<file path="src/rtl/processador_pwm_saida.sv">
// Soft-ramping PWM driver for the 3-bit output PIO: maps level_in to a duty target
// and ramps the applied duty toward it in STEP increments, only at period boundaries.
module processador_pwm_saida #(
  parameter int PERIOD_BITS = 8,
  parameter int STEP        = 8
) (
  input  logic                   clk,
  input  logic                   reset,
  input  logic [2:0]             level_in,
  output logic                   pwm_out,
  output logic [PERIOD_BITS:0]   duty,
  output logic                   busy,
  output logic                   period_tick
);

  // Two spare bits let duty +/- STEP be formed without wrapping before clamping.
  localparam int              W       = PERIOD_BITS + 2;
  localparam logic [W-1:0]    FULL    = W'(1) << PERIOD_BITS;
  localparam logic [W-1:0]    STEP_W  = W'(STEP);

  localparam logic [1:0] ST_IDLE = 2'd0;
  localparam logic [1:0] ST_UP   = 2'd1;
  localparam logic [1:0] ST_DOWN = 2'd2;

  logic [PERIOD_BITS-1:0] cnt;
  logic [1:0]             state;
  logic                   boundary;
  logic [W-1:0]           target;
  logic [W-1:0]           duty_ext;
  logic [W-1:0]           duty_next;

  assign boundary    = (cnt == '1);
  assign period_tick = (cnt == '0);
  assign busy        = (state != ST_IDLE);
  assign duty_ext    = {1'b0, duty};

  always_comb begin
    // NOTE: default assignment first so no path leaves target unassigned (no latch).
    target = '0;
    if (level_in == 3'd7)
      target = FULL;
    else if (level_in != 3'd0)
      target = W'(level_in) << (PERIOD_BITS - 3);
  end

  // Clamp on the remaining distance so the step never overshoots the target.
  always_comb begin
    duty_next = duty_ext;
    if (duty_ext < target)
      duty_next = ((target - duty_ext) > STEP_W) ? duty_ext + STEP_W : target;
    else if (duty_ext > target)
      duty_next = ((duty_ext - target) > STEP_W) ? duty_ext - STEP_W : target;
  end

  always_ff @(posedge clk or posedge reset) begin
    if (reset) begin
      cnt     <= '0;
      duty    <= '0;
      state   <= ST_IDLE;
      pwm_out <= 1'b0;
    end else begin
      // NOTE: non-blocking so pwm_out compares against this cycle's cnt/duty, not the updated ones.
      cnt     <= cnt + 1'b1;
      pwm_out <= ({1'b0, cnt} < duty);
      if (boundary) begin
        duty <= duty_next[PERIOD_BITS:0];
        if (duty_next == target)
          state <= ST_IDLE;
        else if (duty_next < target)
          state <= ST_UP;
        else
          state <= ST_DOWN;
      end
    end
  end

endmodule

</file>
<file path="config.mk">
export PLATFORM = sky130hd
export DESIGN_NAME = processador_pwm_saida
export DESIGN_NICKNAME = d
export VERILOG_FILES = /design/src/rtl/processador_pwm_saida.sv
export SDC_FILE = /design/constraint.sdc
export NUM_CORES = 1
export LEC_CHECK = 0
export ABC_CLOCK_PERIOD_IN_PS = 4130
export CAP_MARGIN = 20
export CORE_ASPECT_RATIO = 1.1
export CORE_UTILIZATION = 38
export DETAILED_ROUTE_END_ITERATION = 10
export DONT_BUFFER_PORTS = 1
export PLACE_DENSITY_LB_ADDON = 0.05
export SYNTH_ARGS = -nofsm -noshare
export SYNTH_HDL_FRONTEND = slang
export SYNTH_SLANG_ARGS = --single-unit
</file>
<file path="constraint.sdc">
create_clock -name clk -period 4.13 [get_ports clk]
set_input_delay 1.0325 -clock clk [delete_from_list [all_inputs] [get_ports clk]]
set_output_delay 1.0325 -clock clk [all_outputs]
set_load 0.02 [all_outputs]
</file>
==> reports/summary.txt, run 1 <==
Outcome: finished with violations
Failing checks: setup timing
ANT nets after route: 0
Util after Layout: 48.7%
Peak VDD IR: 0.000300 V
Total Routing Usage GR: 21.1%
DP HPWL: 4320 um
Leakage: 1.11 nW
Slowest stage delay, CP: 400 ps
ANT cells: 0
CTS tree: built
Max Root-Sink Buffers: 2
Sequential share of the synthesized area: 24.8%
First-pass GRT wire length: 9150 um
Core Footprint: 5070 um^2
Port bufs: 0
CP max-delay cell: fa_2
Chip Height: 78.4 um
Drt drc: 0
R2r setup slk: 420 ps
Die Wd: 71.4 um
Vias/cell: 5.81
Setup TNS: -9.00 ps
CP Data Arrival Time: 4260 ps
Final Max Slew Viols: 0
Design Power: 0.510 mW
Rel. slew slack: 40.7%
R2R cell count: 16
Post-layout min period: 4140 ps
Routed WL: 5480 um
Hold Path Class: reg -> reg
Fillers: 459
Setup crit end kind: register
Maxcap violations: 0
Most frequent CP cell: a2111oi_4
DIE AREA: 5600 um^2
Yosys warns: 0
Worst hold path stage count: 1
Setup-failing EPs final: 2
EDFF count, synth: 0
Commonest non-fill, non-tap cell in the layout: buf_4
Final hold violations: 0
Initial core utilization: 39.8%
Setup Skew: 3.93 ps
Mapped Nets: 254
DR iter-0 viols: 83
TritonCTS sink count: 20
Fmax: 242 MHz
WL/cell: 17.7 um
RSZ-0062 raised after global routing: true
Vias in the first global route: 1829
Worst slew pin tran: 881 ps
Initial antenna violation count: 0
Syn-to-layout area delta: 22.4%
Pre-CTS WS: -282 ps
Clock root cell: clkbuf_8
WP buf/inv: 1
Total congestion overflow: 0
Reg2Reg Capture Point: state[1]
Element type at the critical path start: input pin
Hold buffer count at CTS: 0
Worst Hold Endpoint: cnt[0]
Layout cell share with drive strength beyond 1: 26.2%
Worst Path Required: 4250 ps
Worst R2R Start: duty[5]
Hold_sp: cnt[0]
Reg clk slew, reported paths: 80 ps
Setup Crit Path Kind: in -> reg
CP Cell Sequence: nand3_4 -> and2_4 -> ha_4 -> fa_2 -> xnor2_4 -> a2111oi_4 -> o2111ai_2 -> buf_6 -> mux2_4 -> o221ai_4 -> o21a_1 -> ha_2 -> nor2b_4 -> o21ai_2 -> nand2b_1 -> a2111oi_4 -> a211oi_1
Pin count of the biggest net entering global routing: 21
Crit-path max FO: 7
Vias: 1802
I/O pin cnt: 17
Synth unique cells: 54
FF+latch count, synth: 20
GPL Wtd Cong: 0.900
Main synth FF type: dfrtp_1
CTS Buf Count: 3
Asr flop ratio synth: 100%
Initial DRT Pass Iterations: 4
Post-Syn Area: 2020 um^2
PnR worst setup slack: -6.36 ps
Leading cell types in the layout, fill and taps excluded: 32 x buf_4, 22 x ha_1, 20 x nand2_1, 20 x dfrtp_1, 16 x inv_1
# nets final: 283
H-tree depth: 1
Final period util: 100%
Power density cells: 207 nW/um^2
Gate Count Post-Synth: 224
Worst-Skew Late Latency: 260 ps
Delay-heaviest family, CP: compound AO/OA/AOI/OAI gates
Site Rows: 27
Average size of a mapped cell: 9.00 um^2
[through the flow]
stage	std cells	hold slack (ps)	cell area, um^2
floorplan	224	464	2070
global placement	299	492	2280
detailed placement	299	503	2280
CTS	305	514	2370
global route	310	556	2470
finish	310	510	2470
[cell type report]
| cell class | count | area, um^2 | share of cell area (%) |
|---|---|---|---|
| flip-flops and latches | 20 | 500 | 20.3 |
| inverters | 16 | 60.1 | 2.43 |
| clock buffers | 3 | 41.3 | 1.67 |
| multi-input cells | 179 | 1510 | 61.3 |
| well taps | 58 | 72.6 | 2.94 |
| repair buffers | 33 | 251 | 10.2 |
| clock inverters | 1 | 30.0 | 1.22 |
[registers in the layout, summed over array words and instances, names as in the netlist]
name,flops
duty,9
state,2
cnt,8
pwm_out,1
[layer usage]
layer / share of wire, % / vias up / GRT usage, %
met1: 43 / 885 / 26.5
met4: 1.3 / 0 / 7.60
met2: 53 / 37 / 37.5
met5: 0 / - / 0
li1: - / 874 / -
met3: 3.4 / 6 / 1.80
[what timing repair did]
action,CTS,global route
pin swaps,2,2
resized for setup,1,9
endpoints found under the setup margin,2,2
buffers inserted,2,5
[cell usage after synthesis (2+ instances only)]
library cell	n	area, um^2
clkbuf_1	5	18.8
xor2_1	4	35.0
o21ai_0	10	50.1
nor4_1	2	12.5
nand2_1	20	75.1
inv_1	16	60.1
nor2_1	12	45.0
a21oi_1	15	75.1
and3_1	2	12.5
o21a_1	4	30.0
xnor2_1	9	78.8
a2111oi_4	2	55.1
nor2b_1	2	12.5
or3_1	3	18.8
nor3_1	3	15.0
a211oi_1	2	15.0
mux2i_1	6	60.1
o221ai_1	4	35.0
nand3_1	9	45.0
a21o_1	2	15.0
o21ai_1	3	15.0
and2_1	3	18.8
or4_1	2	15.0
a21boi_0	3	22.5
mux2_1	2	22.5
mux2_2	3	33.8
buf_6	2	22.5
dfrtp_1	20	500
ha_1	24	300
nand4_1	5	31.3
o31ai_1	2	15.0
[kinds of logic after synthesis]
kind of cell / after synthesis / share of synthesized area (%)
AOI/OAI and AO/OA: 58 / 22.5
xor gates and xnor gates: 13 / 5.65
adders and majority gates: 25 / 15.9
buffers and inverters: 25 / 5.65
DFF: 20 / 24.8
muxes: 12 / 6.52
and+or+nand+nor: 71 / 19.0
[worst max path at each step]
stage | startpoint | endpoint | slack (ps) | cells after the start
global placement | level_in[1] | state[0] | -210 | 16
detailed placement | level_in[1] | state[0] | -280 | 16
finish | level_in[1] | state[1] | -6 | 17
CTS | level_in[1] | state[0] | 2 | 16
global route | level_in[1] | state[1] | -190 | 17
floorplan | level_in[1] | state[0] | -40 | 16
[power breakdown]
part           total, mW  internal, mW  switching [mW]
sequential         0.201         0.199         0.00214
combinational      0.113        0.0508          0.0622
clock              0.196         0.129          0.0666
total              0.510         0.379           0.131
No activity file was read; power rests on OpenSTA's default activity.
==> inputs of run 2 (changes only) <==
- REMOVE_ABC_BUFFERS: unset -> 1
==> run 2 against run 1 <==
Compared with the run above:
- the run still ends with setup timing left
- first-iteration DRC count fell by 30%
- wire length rose by 3.4%
- cell area rose by 4.3%
- register-to-register slack got worse by 50 ps
- setup slack got worse by 8.2 ps
- via count rose by 2.4%
- power fell by 12%
- flip-flop and latch count did not move
- critical endpoint is now state[0]
- largest power group unchanged
==> reports/summary.txt, run 2 (same netlist as run 1, synthesis figures left out) <==
Outcome: finished with violations
Failing checks: setup timing
Pin count of the biggest net entering global routing: 21
Vias: 1845
DR iter-0 viols: 58
# nets final: 297
Rel. slew slack: 47.6%
Worst hold path stage count: 1
CP Cell Sequence: nand3_4 -> and2_4 -> ha_4 -> fa_2 -> xnor2_2 -> a2111oi_4 -> o2111ai_2 -> buf_6 -> mux2_4 -> o221ai_2 -> o21a_1 -> ha_2 -> nor2b_1 -> o21ai_1 -> nand2b_1 -> a2111oi_4 -> a2bb2oi_2
Reg clk slew, reported paths: 70 ps
Reg2Reg Capture Point: state[0]
Power density cells: 173 nW/um^2
CP Data Arrival Time: 4340 ps
I/O pin cnt: 17
RSZ-0062 raised after global routing: true
Worst-Skew Late Latency: 260 ps
Area occupied by multi-input gates: 1540 um^2
Setup Skew: 1.53 ps
Maxcap violations: 0
CTS Buf Count: 3
Syn-to-layout area delta: 27.7%
Initial core utilization: 39.8%
Post-layout min period: 4140 ps
H-tree depth: 1
Final instance area: 2570 um^2
R2r setup slk: 370 ps
Worst Hold Endpoint: cnt[0]
Design Power: 0.446 mW
Final Max Slew Viols: 0
Chip Height: 78.4 um
Drt drc: 0
Worst hold slack: 508 ps
Leakage: 1.15 nW
Vias in the first global route: 1911
Fillers: 472
Fmax: 241 MHz
DP HPWL: 4470 um
Setup crit end kind: register
Port bufs: 0
PnR worst setup slack: -14.6 ps
Placed inst area: 2330 um^2
Clock root cell: clkbuf_8
Reg area: 500 um^2
Final hold violations: 0
Final period util: 100%
Worst Path Required: 4320 ps
Vias/cell: 5.71
Element type at the critical path start: input pin
Leading cell types in the layout, fill and taps excluded: 46 x buf_4, 20 x dfrtp_1, 18 x nand2_1, 18 x ha_1
Hold_sp: cnt[0]
Die Wd: 71.4 um
Core Footprint: 5070 um^2
Peak VDD IR: 0.000155 V
Largest register FFs: 9
DIE AREA: 5600 um^2
First-pass GRT wire length: 9230 um
Slowest stage delay, CP: 410 ps
R2R cell count: 16
WP buf/inv: 1
CP max-delay cell: a2111oi_4
Initial DRT Pass Iterations: 6
Delay-heaviest family, CP: compound AO/OA/AOI/OAI gates
Worst slew pin tran: 785 ps
Biggest regs: duty (9), cnt (8), state (2)
Total congestion overflow: 0
Biggest register: duty
Max Root-Sink Buffers: 2
CTS tree: built
Worst R2R Start: duty[5]
Hold Path Class: reg -> reg
ANT cells: 0
Most frequent CP cell: a2111oi_4
Crit-path max FO: 5
TritonCTS sink count: 20
Commonest non-fill, non-tap cell in the layout: buf_4
Layout cell share with drive strength beyond 1: 32.5%
Setup Crit Path Kind: in -> reg
Setup-failing EPs final: 1
ANT nets after route: 0
Total Routing Usage GR: 21.3%
WL/cell: 17.6 um
Routed WL: 5670 um
Initial antenna violation count: 0
GPL Wtd Cong: 0.833
Site Rows: 27
[run 2: changes by cell type in the layout (fill, tap and decap cells not counted), moves of 2 or more]
cell,change
a21oi_1,+2
nand2_2,+2
ha_4,+4
a21oi_2,-2
ha_1,-4
buf_4,+14
nand2_1,-2
[run 2: where the power goes]
| part | switching, mW | total, mW | internal (mW) |
|---|---|---|---|
| Clock | 0.0626 | 0.128 | 0.0650 |
| Sequential | 0.00201 | 0.201 | 0.199 |
| Combinational | 0.0627 | 0.118 | 0.0554 |
| Total | 0.127 | 0.446 | 0.319 |
[run 2: worst max-delay path by stage]
| stage | from | end | slack [ps] | cells after the start |
|---|---|---|---|---|
| global route | level_in[2] | state[0] | -160 | 17 |
| global placement | level_in[1] | state[1] | -500 | 16 |
| detailed placement | level_in[1] | state[1] | -590 | 15 |
| CTS | level_in[1] | state[1] | 20 | 16 |
| finish | level_in[2] | state[0] | -10 | 17 |
| floorplan | level_in[1] | state[0] | -630 | 16 |
[run 2: area by class of cell]
class / count / area share, %
multi-input combinational: 179 / 59.9
sequential: 20 / 19.4
timing repair buffer: 47 / 13.9
tap: 58 / 2.82
inverter: 16 / 2.33
clock buffer: 3 / 1.60
[run 2: timing repair]
action | in CTS | in global routing
pin swaps | 8 | 15
resized for setup | 13 | 14
setup endpoints to repair | 2 | 2
buffers inserted | 5 | 3
hold buffers | 0 | 0
[run 2: routing by layer]
layer	wire, um	vias up	track usage, %
met1	2360	902	24.7
met5	0	-	0
met4	150	0	9.40
met2	3050	29	39.0
met3	111	14	2.44
li1	-	900	-
[run 2: stage by stage]
step                setup slack (ps)  std cells  setup TNS, ps  util, %
floorplan                       -627        215          -1240        -
global placement                -499        312           -971     45.9
detailed placement              -589        312          -1140     45.9
CTS                             17.3        320              0     48.6
global route                    -156        323           -268     50.8
finish                         -14.6        323          -14.6     50.8
